[src/rtl/hs_ram_arbiter_pkg.sv]
// Shared types and helpers for the hiscore RAM arbiter.
// State encoding, counter widths and the default hiscore write window.
package hs_arb_pkg;

  typedef enum logic [2:0] {
    IDLE,
    PAUSE_REQ,
    GUARD,
    GRANT,
    RELEASE
  } state_t;

  localparam logic [15:0] WIN_LO_DEF = 16'h6000;
  localparam logic [15:0] WIN_HI_DEF = 16'h6FFF;

  // A counter that runs 0..n-1 needs $clog2(n) bits, never fewer than one.
  function automatic int cnt_w(input int n);
    return (n <= 2) ? 1 : $clog2(n);
  endfunction

  function automatic int guard_w(input int guard_cyc);
    return cnt_w(guard_cyc);
  endfunction

  function automatic int tmo_w(input int timeout_cyc);
    return cnt_w(timeout_cyc);
  endfunction

endpackage

[src/rtl/hs_ram_arbiter_if.sv]
// Bus bundle joining the CPU RAM port, the hiscore engine and the RAM.
// The arbiter takes the slave view; the surrounding logic takes the master view.
interface hs_ram_arbiter_if #(
  parameter int AW = 16,
  parameter int DW = 8
);
  logic [AW-1:0] cpu_addr;
  logic [DW-1:0] cpu_wdata;
  logic          cpu_we;
  logic          cpu_paused;
  logic          pause_req;
  logic          hs_req;
  logic          hs_grant;
  logic [AW-1:0] hs_addr;
  logic [DW-1:0] hs_wdata;
  logic          hs_we;
  logic          hs_rd;
  logic [DW-1:0] hs_rdata;
  logic          hs_rvalid;
  logic          hs_err;
  logic [AW-1:0] ram_addr;
  logic [DW-1:0] ram_wdata;
  logic          ram_we;
  logic [DW-1:0] ram_q;

  modport slave (
    input  cpu_addr, cpu_wdata, cpu_we, cpu_paused,
    input  hs_req, hs_addr, hs_wdata, hs_we, hs_rd,
    input  ram_q,
    output pause_req, hs_grant, hs_rdata, hs_rvalid, hs_err,
    output ram_addr, ram_wdata, ram_we
  );

  modport master (
    output cpu_addr, cpu_wdata, cpu_we, cpu_paused,
    output hs_req, hs_addr, hs_wdata, hs_we, hs_rd,
    output ram_q,
    input  pause_req, hs_grant, hs_rdata, hs_rvalid, hs_err,
    input  ram_addr, ram_wdata, ram_we
  );
endinterface

[src/rtl/hs_ram_arbiter_rd_pipe.sv]
// Two-stage hiscore read pipeline: issue -> RAM latency -> capture.
// Runs independently of the grant so a read in the last granted cycle completes.
module hs_arb_rd_pipe #(
  parameter int DW = 8
) (
  input  logic          clk_sys,
  input  logic          reset_n,
  input  logic          i_rd,
  input  logic [DW-1:0] i_q,
  output logic [DW-1:0] o_rdata,
  output logic          o_rvalid
);
  logic          r_rd1;
  logic          r_rvalid;
  logic [DW-1:0] r_rdata;

  // Track the outstanding read and capture RAM data one cycle after issue.
  always_ff @(posedge clk_sys) begin
    if (!reset_n) begin
      r_rd1    <= 1'b0;
      r_rvalid <= 1'b0;
      r_rdata  <= '0;
    end else begin
      r_rd1    <= i_rd;
      r_rvalid <= r_rd1;
      if (r_rd1)
        r_rdata <= i_q;
    end
  end

  assign o_rdata  = r_rdata;
  assign o_rvalid = r_rvalid;
endmodule

[src/rtl/hs_ram_arbiter.sv]
// Hands the CPU work-RAM port to the hiscore engine while the CPU is paused.
// Define HS_ARB_WINDOW_EN to restrict hiscore writes to [WIN_LO, WIN_HI].
module hs_ram_arbiter
  import hs_arb_pkg::*;
#(
  parameter int            AW          = 16,
  parameter int            DW          = 8,
  parameter int            GUARD_CYC   = 4,
  parameter int            TIMEOUT_CYC = 65535,
  parameter logic [AW-1:0] WIN_LO      = AW'(WIN_LO_DEF),
  parameter logic [AW-1:0] WIN_HI      = AW'(WIN_HI_DEF)
) (
  input  logic             clk_sys,
  input  logic             reset_n,
  hs_ram_arbiter_if.slave  bus
);
  localparam int            GW     = guard_w(GUARD_CYC);
  localparam int            TW     = tmo_w(TIMEOUT_CYC);
  localparam logic [GW-1:0] G_LAST = GW'(GUARD_CYC - 1);
  localparam logic [TW-1:0] T_LAST = TW'(TIMEOUT_CYC - 1);

  state_t        r_state;
  logic          r_pause_req;
  logic          r_hs_grant;
  logic          r_hs_err;
  logic          r_rearm;
  logic [GW-1:0] r_gcnt;
  logic [TW-1:0] r_tcnt;

  logic          w_in_win;
  logic          w_blk;
  logic          w_rd_issue;

`ifdef HS_ARB_WINDOW_EN
  assign w_in_win = (bus.hs_addr >= WIN_LO) &&
                    (bus.hs_addr <= WIN_HI);
`else
  logic w_unused_win;
  assign w_unused_win = ^{WIN_LO, WIN_HI};
  assign w_in_win     = 1'b1;
`endif

  assign w_blk      = r_hs_grant & bus.hs_we & ~w_in_win;
  assign w_rd_issue = r_hs_grant & bus.hs_rd & ~bus.hs_we;

  // Hand-over sequencer: pause, settle, grant, release, settle.
  always_ff @(posedge clk_sys) begin
    if (!reset_n) begin
      r_state     <= IDLE;
      r_pause_req <= 1'b0;
      r_hs_grant  <= 1'b0;
      r_hs_err    <= 1'b0;
      r_rearm     <= 1'b1;
      r_gcnt      <= '0;
      r_tcnt      <= '0;
    end else begin
      r_hs_err <= w_blk;
      if (!bus.hs_req)
        r_rearm <= 1'b1;
      unique case (r_state)
        IDLE: begin
          if (bus.hs_req && r_rearm) begin
            r_state     <= PAUSE_REQ;
            r_pause_req <= 1'b1;
            r_tcnt      <= '0;
          end
        end
        PAUSE_REQ: begin
          if (!bus.hs_req) begin
            r_state     <= IDLE;
            r_pause_req <= 1'b0;
          end else if (bus.cpu_paused) begin
            r_state <= GUARD;
            r_gcnt  <= '0;
          end else if (r_tcnt == T_LAST) begin
            r_state     <= IDLE;
            r_pause_req <= 1'b0;
            r_hs_err    <= 1'b1;
            r_rearm     <= 1'b0;
          end else if (r_tcnt != '1) begin
            r_tcnt <= r_tcnt + 1'b1;
          end
        end
        GUARD: begin
          if (!bus.hs_req) begin
            r_state     <= IDLE;
            r_pause_req <= 1'b0;
          end else if (!bus.cpu_paused) begin
            r_state <= PAUSE_REQ;
          end else if (r_gcnt == G_LAST) begin
            r_state    <= GRANT;
            r_hs_grant <= 1'b1;
          end else if (r_gcnt != '1) begin
            r_gcnt <= r_gcnt + 1'b1;
          end
        end
        GRANT: begin
          if (!bus.hs_req || !bus.cpu_paused) begin
            r_state    <= RELEASE;
            r_hs_grant <= 1'b0;
            r_gcnt     <= '0;
            if (bus.hs_req)
              r_hs_err <= 1'b1;
          end
        end
        RELEASE: begin
          if (r_gcnt == G_LAST) begin
            r_state     <= IDLE;
            r_pause_req <= 1'b0;
          end else if (r_gcnt != '1) begin
            r_gcnt <= r_gcnt + 1'b1;
          end
        end
        default: begin
          r_state     <= IDLE;
          r_pause_req <= 1'b0;
          r_hs_grant  <= 1'b0;
        end
      endcase
    end
  end

  hs_arb_rd_pipe #(.DW(DW)) u_rd_pipe (
    .clk_sys  (clk_sys),
    .reset_n  (reset_n),
    .i_rd     (w_rd_issue),
    .i_q      (bus.ram_q),
    .o_rdata  (bus.hs_rdata),
    .o_rvalid (bus.hs_rvalid)
  );

  assign bus.ram_addr  = r_hs_grant ? bus.hs_addr  : bus.cpu_addr;
  assign bus.ram_wdata = r_hs_grant ? bus.hs_wdata : bus.cpu_wdata;
  assign bus.ram_we    = r_hs_grant ? (bus.hs_we & w_in_win)
                                    : bus.cpu_we;

  assign bus.pause_req = r_pause_req;
  assign bus.hs_grant  = r_hs_grant;
  assign bus.hs_err    = r_hs_err;
endmodule

[src/flat_wrapper.sv]
// flat-port wrapper written by rule: the top's interface ports become plain ports
module hs_ram_arbiter_flat import hs_arb_pkg::*;
#(
  parameter int            AW          = 16,
  parameter int            DW          = 8,
  parameter int            GUARD_CYC   = 4,
  parameter int            TIMEOUT_CYC = 65535,
  parameter logic [AW-1:0] WIN_LO      = AW'(WIN_LO_DEF),
  parameter logic [AW-1:0] WIN_HI      = AW'(WIN_HI_DEF)
)
  (clk_sys, reset_n, bus_cpu_addr, bus_cpu_wdata, bus_cpu_we, bus_cpu_paused, bus_hs_req, bus_hs_addr, bus_hs_wdata, bus_hs_we, bus_hs_rd, bus_ram_q, bus_pause_req, bus_hs_grant, bus_hs_rdata, bus_hs_rvalid, bus_hs_err, bus_ram_addr, bus_ram_wdata, bus_ram_we);
  hs_ram_arbiter_if #(.AW(AW), .DW(DW)) bus_i ();
  input  logic clk_sys;
  input  logic reset_n;
  input wire logic [$bits(bus_i.cpu_addr)-1:0] bus_cpu_addr;
  input wire logic [$bits(bus_i.cpu_wdata)-1:0] bus_cpu_wdata;
  input wire logic [$bits(bus_i.cpu_we)-1:0] bus_cpu_we;
  input wire logic [$bits(bus_i.cpu_paused)-1:0] bus_cpu_paused;
  input wire logic [$bits(bus_i.hs_req)-1:0] bus_hs_req;
  input wire logic [$bits(bus_i.hs_addr)-1:0] bus_hs_addr;
  input wire logic [$bits(bus_i.hs_wdata)-1:0] bus_hs_wdata;
  input wire logic [$bits(bus_i.hs_we)-1:0] bus_hs_we;
  input wire logic [$bits(bus_i.hs_rd)-1:0] bus_hs_rd;
  input wire logic [$bits(bus_i.ram_q)-1:0] bus_ram_q;
  output wire logic [$bits(bus_i.pause_req)-1:0] bus_pause_req;
  output wire logic [$bits(bus_i.hs_grant)-1:0] bus_hs_grant;
  output wire logic [$bits(bus_i.hs_rdata)-1:0] bus_hs_rdata;
  output wire logic [$bits(bus_i.hs_rvalid)-1:0] bus_hs_rvalid;
  output wire logic [$bits(bus_i.hs_err)-1:0] bus_hs_err;
  output wire logic [$bits(bus_i.ram_addr)-1:0] bus_ram_addr;
  output wire logic [$bits(bus_i.ram_wdata)-1:0] bus_ram_wdata;
  output wire logic [$bits(bus_i.ram_we)-1:0] bus_ram_we;
  assign bus_i.cpu_addr = bus_cpu_addr;
  assign bus_i.cpu_wdata = bus_cpu_wdata;
  assign bus_i.cpu_we = bus_cpu_we;
  assign bus_i.cpu_paused = bus_cpu_paused;
  assign bus_i.hs_req = bus_hs_req;
  assign bus_i.hs_addr = bus_hs_addr;
  assign bus_i.hs_wdata = bus_hs_wdata;
  assign bus_i.hs_we = bus_hs_we;
  assign bus_i.hs_rd = bus_hs_rd;
  assign bus_i.ram_q = bus_ram_q;
  assign bus_pause_req = bus_i.pause_req;
  assign bus_hs_grant = bus_i.hs_grant;
  assign bus_hs_rdata = bus_i.hs_rdata;
  assign bus_hs_rvalid = bus_i.hs_rvalid;
  assign bus_hs_err = bus_i.hs_err;
  assign bus_ram_addr = bus_i.ram_addr;
  assign bus_ram_wdata = bus_i.ram_wdata;
  assign bus_ram_we = bus_i.ram_we;
  hs_ram_arbiter #(.AW(AW), .DW(DW), .GUARD_CYC(GUARD_CYC), .TIMEOUT_CYC(TIMEOUT_CYC), .WIN_LO(WIN_LO), .WIN_HI(WIN_HI)) u_core (.clk_sys(clk_sys), .reset_n(reset_n), .bus(bus_i));
endmodule
[config.mk]
export PLATFORM = sky130hd
export DESIGN_NAME = hs_ram_arbiter_flat
export DESIGN_NICKNAME = d
export VERILOG_FILES = /design/src/rtl/hs_ram_arbiter_pkg.sv /design/src/rtl/hs_ram_arbiter_if.sv /design/src/rtl/hs_ram_arbiter_rd_pipe.sv /design/src/rtl/hs_ram_arbiter.sv /design/src/flat_wrapper.sv
export SDC_FILE = /design/constraint.sdc
export NUM_CORES = 1
export LEC_CHECK = 0
export CAP_MARGIN = 10
export CELL_PAD_IN_SITES_DETAIL_PLACEMENT = 0
export CELL_PAD_IN_SITES_GLOBAL_PLACEMENT = 1
export CORE_ASPECT_RATIO = 0.8
export CORE_MARGIN = 2
export CORE_UTILIZATION = 30
export CTS_CLUSTER_SIZE = 24
export DETAILED_ROUTE_END_ITERATION = 6
export PLACE_DENSITY = 0.81
export SYNTH_ARGS = -nofsm -noshare
export SYNTH_HDL_FRONTEND = slang
export SYNTH_SLANG_ARGS = --single-unit
[constraint.sdc]
create_clock -name clk_sys -period 3.9 [get_ports clk_sys]
set_clock_uncertainty 0.2 [all_clocks]
set_input_delay 0.585 -clock clk_sys [delete_from_list [all_inputs] [get_ports clk_sys]]
set_output_delay 0.585 -clock clk_sys [all_outputs]
set_load 0.03 [all_outputs]
Word-level counts from Yosys, hierarchy flattened
Cells that the tools add are included.
{"block": "word_totals", "register_bits": 35, "inputBits": 63, "output_inout_bits": 37}
{"block": "classes", "add_sub_neg": 2, "n_eq_ne": 24, "muxes": 50, "bitwise_logic": 5, "n_reduce_logical": 13}
{"cell": "$mux W16", "n": 6}
{"cell": "$pmux W16 S2", "n": 1}
{"cell": "$mux W3", "n": 9}
{"cell": "$mux W1", "n": 21}
{"cell": "$reduce_and A6 Y1", "n": 3}
{"cell": "$add A16 B1 Y16 const B", "n": 1}
{"cell": "$eq A16 B16 Y1 const B", "n": 1}
{"cell": "$ne A16 B16 Y1 const B", "n": 1}
{"cell": "$ne A2 B2 Y1 const B", "n": 8}
{"cell": "$pmux W3 S5", "n": 1}
{"cell": "$mux W2", "n": 7}
{"cell": "$ne A2 B1 Y1 const B", "n": 5}
{"cell": "$reduce_and A5 Y1", "n": 2}
{"cell": "$mux W8", "n": 1}
{"cell": "$ne A4 B3 Y1 const B", "n": 2}
{"cell": "$pmux W2 S4", "n": 1}
{"cell": "$eq A3 B2 Y1 const B", "n": 2}
{"cell": "$pmux W1 S5", "n": 1}
{"cell": "$reduce_bool A4 Y1", "n": 1}
{"cell": "$eq A3 B1 Y1 const B", "n": 1}
{"cell": "$eq A3 B3 Y1 const B", "n": 1}
{"cell": "$logic_not A3 Y1", "n": 1}
{"cell": "$ne A3 B2 Y1 const B", "n": 1}
{"cell": "$ne A3 B3 Y1 const B", "n": 1}
{"cell": "other kinds (11)", "n": 15}

Logic depth before layout (Yosys ltp)
{"block": "logic_depth", "word_depth": 6, "ltp_mapped": 7, "mapped_depth_nobuf": 6}

Cells and area by module
Synthesis repeated with hierarchy kept, for this count alone.
{"block": "hier_totals", "hier_cells": 253, "hier_area_um2": 2163.3}
{"module": "hs_ram_arbiter", "n_inst": 1, "cells_each": 224, "area_each_um2": 1808.0, "seq_area_each_um2": 500.5}
{"module": "hs_arb_rd_pipe", "n_inst": 1, "cells_each": 29, "area_each_um2": 355.3, "seq_area_each_um2": 200.2}

Worst setup path after synthesis
Ideal clock, no wire load.
{"block": "synth_path", "path_kind": "flip-flop to output port", "start": "reg u_core.r_hs_grant (netlist: u_core.bus.hs_grant)", "end": "out bus_ram_addr[0]", "arrival_ns": 1.662, "path_slack_ns": 1.453, "stages_incl_launch_ff": 4, "n_path_buf": 2, "cell_sequence": "dfxtp_1 clkbuf_1 buf_1 mux2_2"}
{"block": "synth_between", "elab_chain_len": 1}
{"item": "start: declaration", "line": "hs_ram_arbiter.sv:24", "source": "logic r_hs_grant;"}
{"item": "start signal: assignment", "line": "hs_ram_arbiter.sv:51", "source": "r_hs_grant <= 1'b0;"}
{"item": "start signal: assignment", "line": "hs_ram_arbiter.sv:92", "source": "r_hs_grant <= 1'b1;"}
{"item": "start signal: assignment", "line": "hs_ram_arbiter.sv:100", "source": "r_hs_grant <= 1'b0;"}
{"item": "$mux W16", "line": "hs_ram_arbiter.sv:132", "source": "assign bus.ram_addr = r_hs_grant ? bus.hs_addr : bus.cpu_addr;"}
{"item": "end: declaration", "line": "flat_wrapper.sv:30", "source": "output wire logic [$bits(bus_i.ram_addr)-1:0] bus_ram_addr;"}
Every way passes these cells.

Final worst setup path
{"block": "layout_path", "start": "reg u_core.r_hs_grant (netlist: u_core.bus.hs_grant)", "end": "out bus_ram_addr[6]"}
Same word-level chain as after synthesis.

==> impl_metrics.tcl <==
set metrics [dict create \
    outcome "finished clean" \
    yosys_warnings 0 \
    sum_of_routed_wire_length_over_all_layers_um 6500 \
    post-cts-setup-buffer-count 0 \
    final_period_minus_worst_setup_slack_ns 2.74 \
    min_delay_worst_type "reg2reg" \
    max-clock-path-buffers 2 \
    max_fclk_mhz 365 \
    critical_path.n_buffers_inverters 2 \
    finalHoldWorstSlack_ns 0.266 \
    n_antenna_cell 0 \
    most_used_dff_post_synth "sky130_fd_sc_hd__dfxtp_1" \
    power_density_nw_per_um2 244 \
    die_y_um 80.9 \
    detail-route-antenna-nets 0 \
    power_switching_share 0.278 \
    switching_power_mw 0.226 \
    syn_nets 308 \
    wire_length_per_cell_after_detailed_routing_um 15.4 \
    synth_cell_type_count 57 \
    wire_length_of_the_first_global_routing_pass_um 9770 \
    die_width_um 100 \
    pwr-share-clk 0.322 \
    syn_to_final_growth_pct 50.6 \
    clock_sink_count 35 \
    globalRoute.totalOverflow 0 \
    n_fill_cell 675 \
    async_reset_ff_frac 0 \
    setup-tns-final_ns 0 \
    drtIter0Drc 97 \
    tritoncts "built" \
    ff_latch_area_um2 701 \
    number_of_antenna_violations_at_the_first_check_in_global_routing 0 \
    area_taken_by_multi_input_logic_gates_um2 1410 \
    setup_viol 0 \
    leakage_nw 1.15 \
    core_um2 7030 \
    critPathArrivalTime_ns 1.95 \
    rsz0062_at_grt "false" \
    seq_area_frac_synth 0.316 \
    synth_top_cells_by_count "sky130_fd_sc_hd__dfxtp_1 (35), sky130_fd_sc_hd__mux2_2 (25), sky130_fd_sc_hd__nand2_1 (24)" \
    pin_slew_with_the_least_headroom_to_its_limit_ns 0.775 \
    drv_slew 0 \
    synth_cells 242 \
    endpoint_type_of_the_worst_setup_path "output port" \
    ctsHtreeMaxLevel 2 \
    routed_via_density 4.88 \
    critical_path_class "reg2out" \
    post_cts_resized 0 \
    synth_edf_count 0 \
    cp_data_required_time_ns 3.12 \
    yosys.cell_count.top_type "sky130_fd_sc_hd__dfxtp_1" \
    seq_power_share 0.451 \
    finalHoldViolations 0 \
    p_comb_frac 0.227 \
    first_pass_iters 4 \
    drcViolationCount 0 \
    floorplan.die_area_um2 8090 \
    clock_insertion_delay_worst_skew_ns 0.28 \
    total_vias_in_the_final_route 2056 \
    power_report.internal_total_mw 0.587 \
    place.port_buffers 99 \
    maxCapViolCount 0 \
    grt_max_degree 30 \
    layout-drive-gt1-share 0.132 \
    area_share_of_the_largest_cell_type_after_synthesis 0.316 \
    core.rowCount 27 \
    slowest_delay_ns 0.61 \
    nNetsFinal 399 \
    avgSynthCellArea_um2 9.16 \
    yosys_register_bits 35 \
    start_kind "flip-flop" \
    synthDominantAreaCellType "sky130_fd_sc_hd__dfxtp_1" \
    number_of_global_route_vias_before_repair 1935 \
    post-layout-total-power_mw 0.814 \
    placed_cells_incl_taps 413 \
    gr-usage-all-layers 0.153 \
    path_delay_family "buffers and inverters" \
    ys_top_cells_by_area "sky130_fd_sc_hd__dfxtp_1 (32%), sky130_fd_sc_hd__mux2_2 (13%), sky130_fd_sc_hd__mux2i_1 (10%)" \
    final_cells 421 \
    start_util 0.315 \
    combined_area_of_all_synthesized_cells_um2 2220 \
    worst_slew_margin_rel 0.482 \
    cts.root.buffer_cell "sky130_fd_sc_hd__clkbuf_8" \
    timing.critical_path.slowest_stage_cell "sky130_fd_sc_hd__clkdlybuf4s50_1" \
    clk_transition_reported_paths_ns 0.08 \
    total_clock_buffers_created_by_cts 5 \
    design.portCount 100 \
    cts_hold_repair.buffers 0 \
    routabilityCongestion 0.776 \
    dp_hpwl_um 5140 \
    path_cells "buf_4 > mux2_2 > clkdlybuf4s50_1" \
    portion_of_the_clock_cycle_consumed_by_the_worst_path_in_the_final_layout 0.702 \
    ir_worst_vdd_uv 188 \
    path_max_fanout 29 \
]
## through the flow
step	utilization	cell area, um^2	setup slack [ns]
after floorplan	-	2220	1.45
after global placement	0.462	3250	1.06
after detailed placement	0.462	3250	1.02
after CTS	0.475	3340	1.15
after global routing	0.475	3340	1.09
final	0.475	3340	1.16
## area by class of cell
class                      instances  share of cell area
clock inverter                     3             0.00600
tap                               87              0.0326
clock buffer                       5              0.0206
inverter                           8             0.00900
multi-input combinational        183               0.423
timing repair buffer             100               0.299
sequential                        35               0.210
## placed cells by master, fill, tap and decap left out, types with 3 or more instances in the layout
| cell | count |
|---|---|
| sky130_fd_sc_hd__nor4_1 | 3 |
| sky130_fd_sc_hd__and2_1 | 3 |
| sky130_fd_sc_hd__inv_1 | 8 |
| sky130_fd_sc_hd__mux2i_1 | 23 |
| sky130_fd_sc_hd__clkdlybuf4s50_1 | 99 |
| sky130_fd_sc_hd__nand3b_1 | 3 |
| sky130_fd_sc_hd__nand3_1 | 7 |
| sky130_fd_sc_hd__nor2_1 | 16 |
| sky130_fd_sc_hd__a21oi_1 | 6 |
| sky130_fd_sc_hd__nand2_1 | 24 |
| sky130_fd_sc_hd__nand2b_1 | 10 |
| sky130_fd_sc_hd__o31ai_1 | 4 |
| sky130_fd_sc_hd__o2111ai_1 | 4 |
| sky130_fd_sc_hd__mux2_2 | 25 |
| sky130_fd_sc_hd__or4_1 | 3 |
| sky130_fd_sc_hd__nor3_1 | 4 |
| sky130_fd_sc_hd__ha_1 | 3 |
| sky130_fd_sc_hd__clkbuf_8 | 5 |
| sky130_fd_sc_hd__a211oi_1 | 8 |
| sky130_fd_sc_hd__dfxtp_1 | 35 |
## power by group through the flow
stage	sequential (mW)	clock, mW	combinational, mW
floorplan	0.373	0	0.0869
global placement	0.375	0	0.183
detailed placement	0.375	0	0.185
CTS	0.367	0.274	0.186
global route	0.368	0.294	0.198
finish	0.367	0.262	0.185
## routing by layer
layer | vias up | track usage | share of wire
li1 | 1069 | - | -
met1 | 951 | 0.222 | 0.48
met2 | 34 | 0.241 | 0.48
met3 | 2 | 0.0284 | 0.032
met4 | 0 | 0.0288 | 0.0052
met5 | - | 0 | 0
## worst paths after layout
check | startpoint | slack (ns) | cells after the start | end
worst max-delay path | u_core.bus.hs_grant | 1.16 | 3 | bus_ram_addr[6]
worst max register to register | u_core.r_state[0] | 1.36 | 4 | u_core.r_tcnt[13]
worst min-delay path | u_core.r_gcnt[1] | 0.27 | 2 | u_core.r_gcnt[1]
worst min register to register | u_core.r_gcnt[1] | 0.27 | 2 | u_core.r_gcnt[1]
## flip-flops by register name (all words and copies together), names as in the netlist
register	cells
u_core.bus.pause_req	1
u_core.bus.hs_err	1
u_core.bus.hs_grant	1
u_core.r_state	3
u_core.u_rd_pipe.o_rdata	8
u_core.u_rd_pipe.o_rvalid	1
u_core.u_rd_pipe.r_rd1	1
u_core.r_gcnt	2
u_core.r_tcnt	16
u_core.r_rearm	1
## worst reg2reg max path, delay by kind of cell, from the launching register on
family           cells  cell delay (ns)
AND/OR/NAND/NOR      2             1.12
multiplexers         1             0.34
AO/OA/AOI/OAI        1             0.18
flip-flops           1             0.59
## kinds of logic (layout without fill, tap and decap cells)
family / count (synthesis) / after routing / synth area share
flip-flops: 35 / 35 / 0.316
XOR/XNOR: 1 / 1 / 0.00395
AO/OA/AOI/OAI: 39 / 39 / 0.140
buffers and inverters: 24 / 116 / 0.0474
adder cells (fa/ha/maj): 3 / 3 / 0.0169
multiplexers: 49 / 49 / 0.236
AND/OR/NAND/NOR: 91 / 91 / 0.239
No activity file was read; power rests on OpenSTA's default activity.
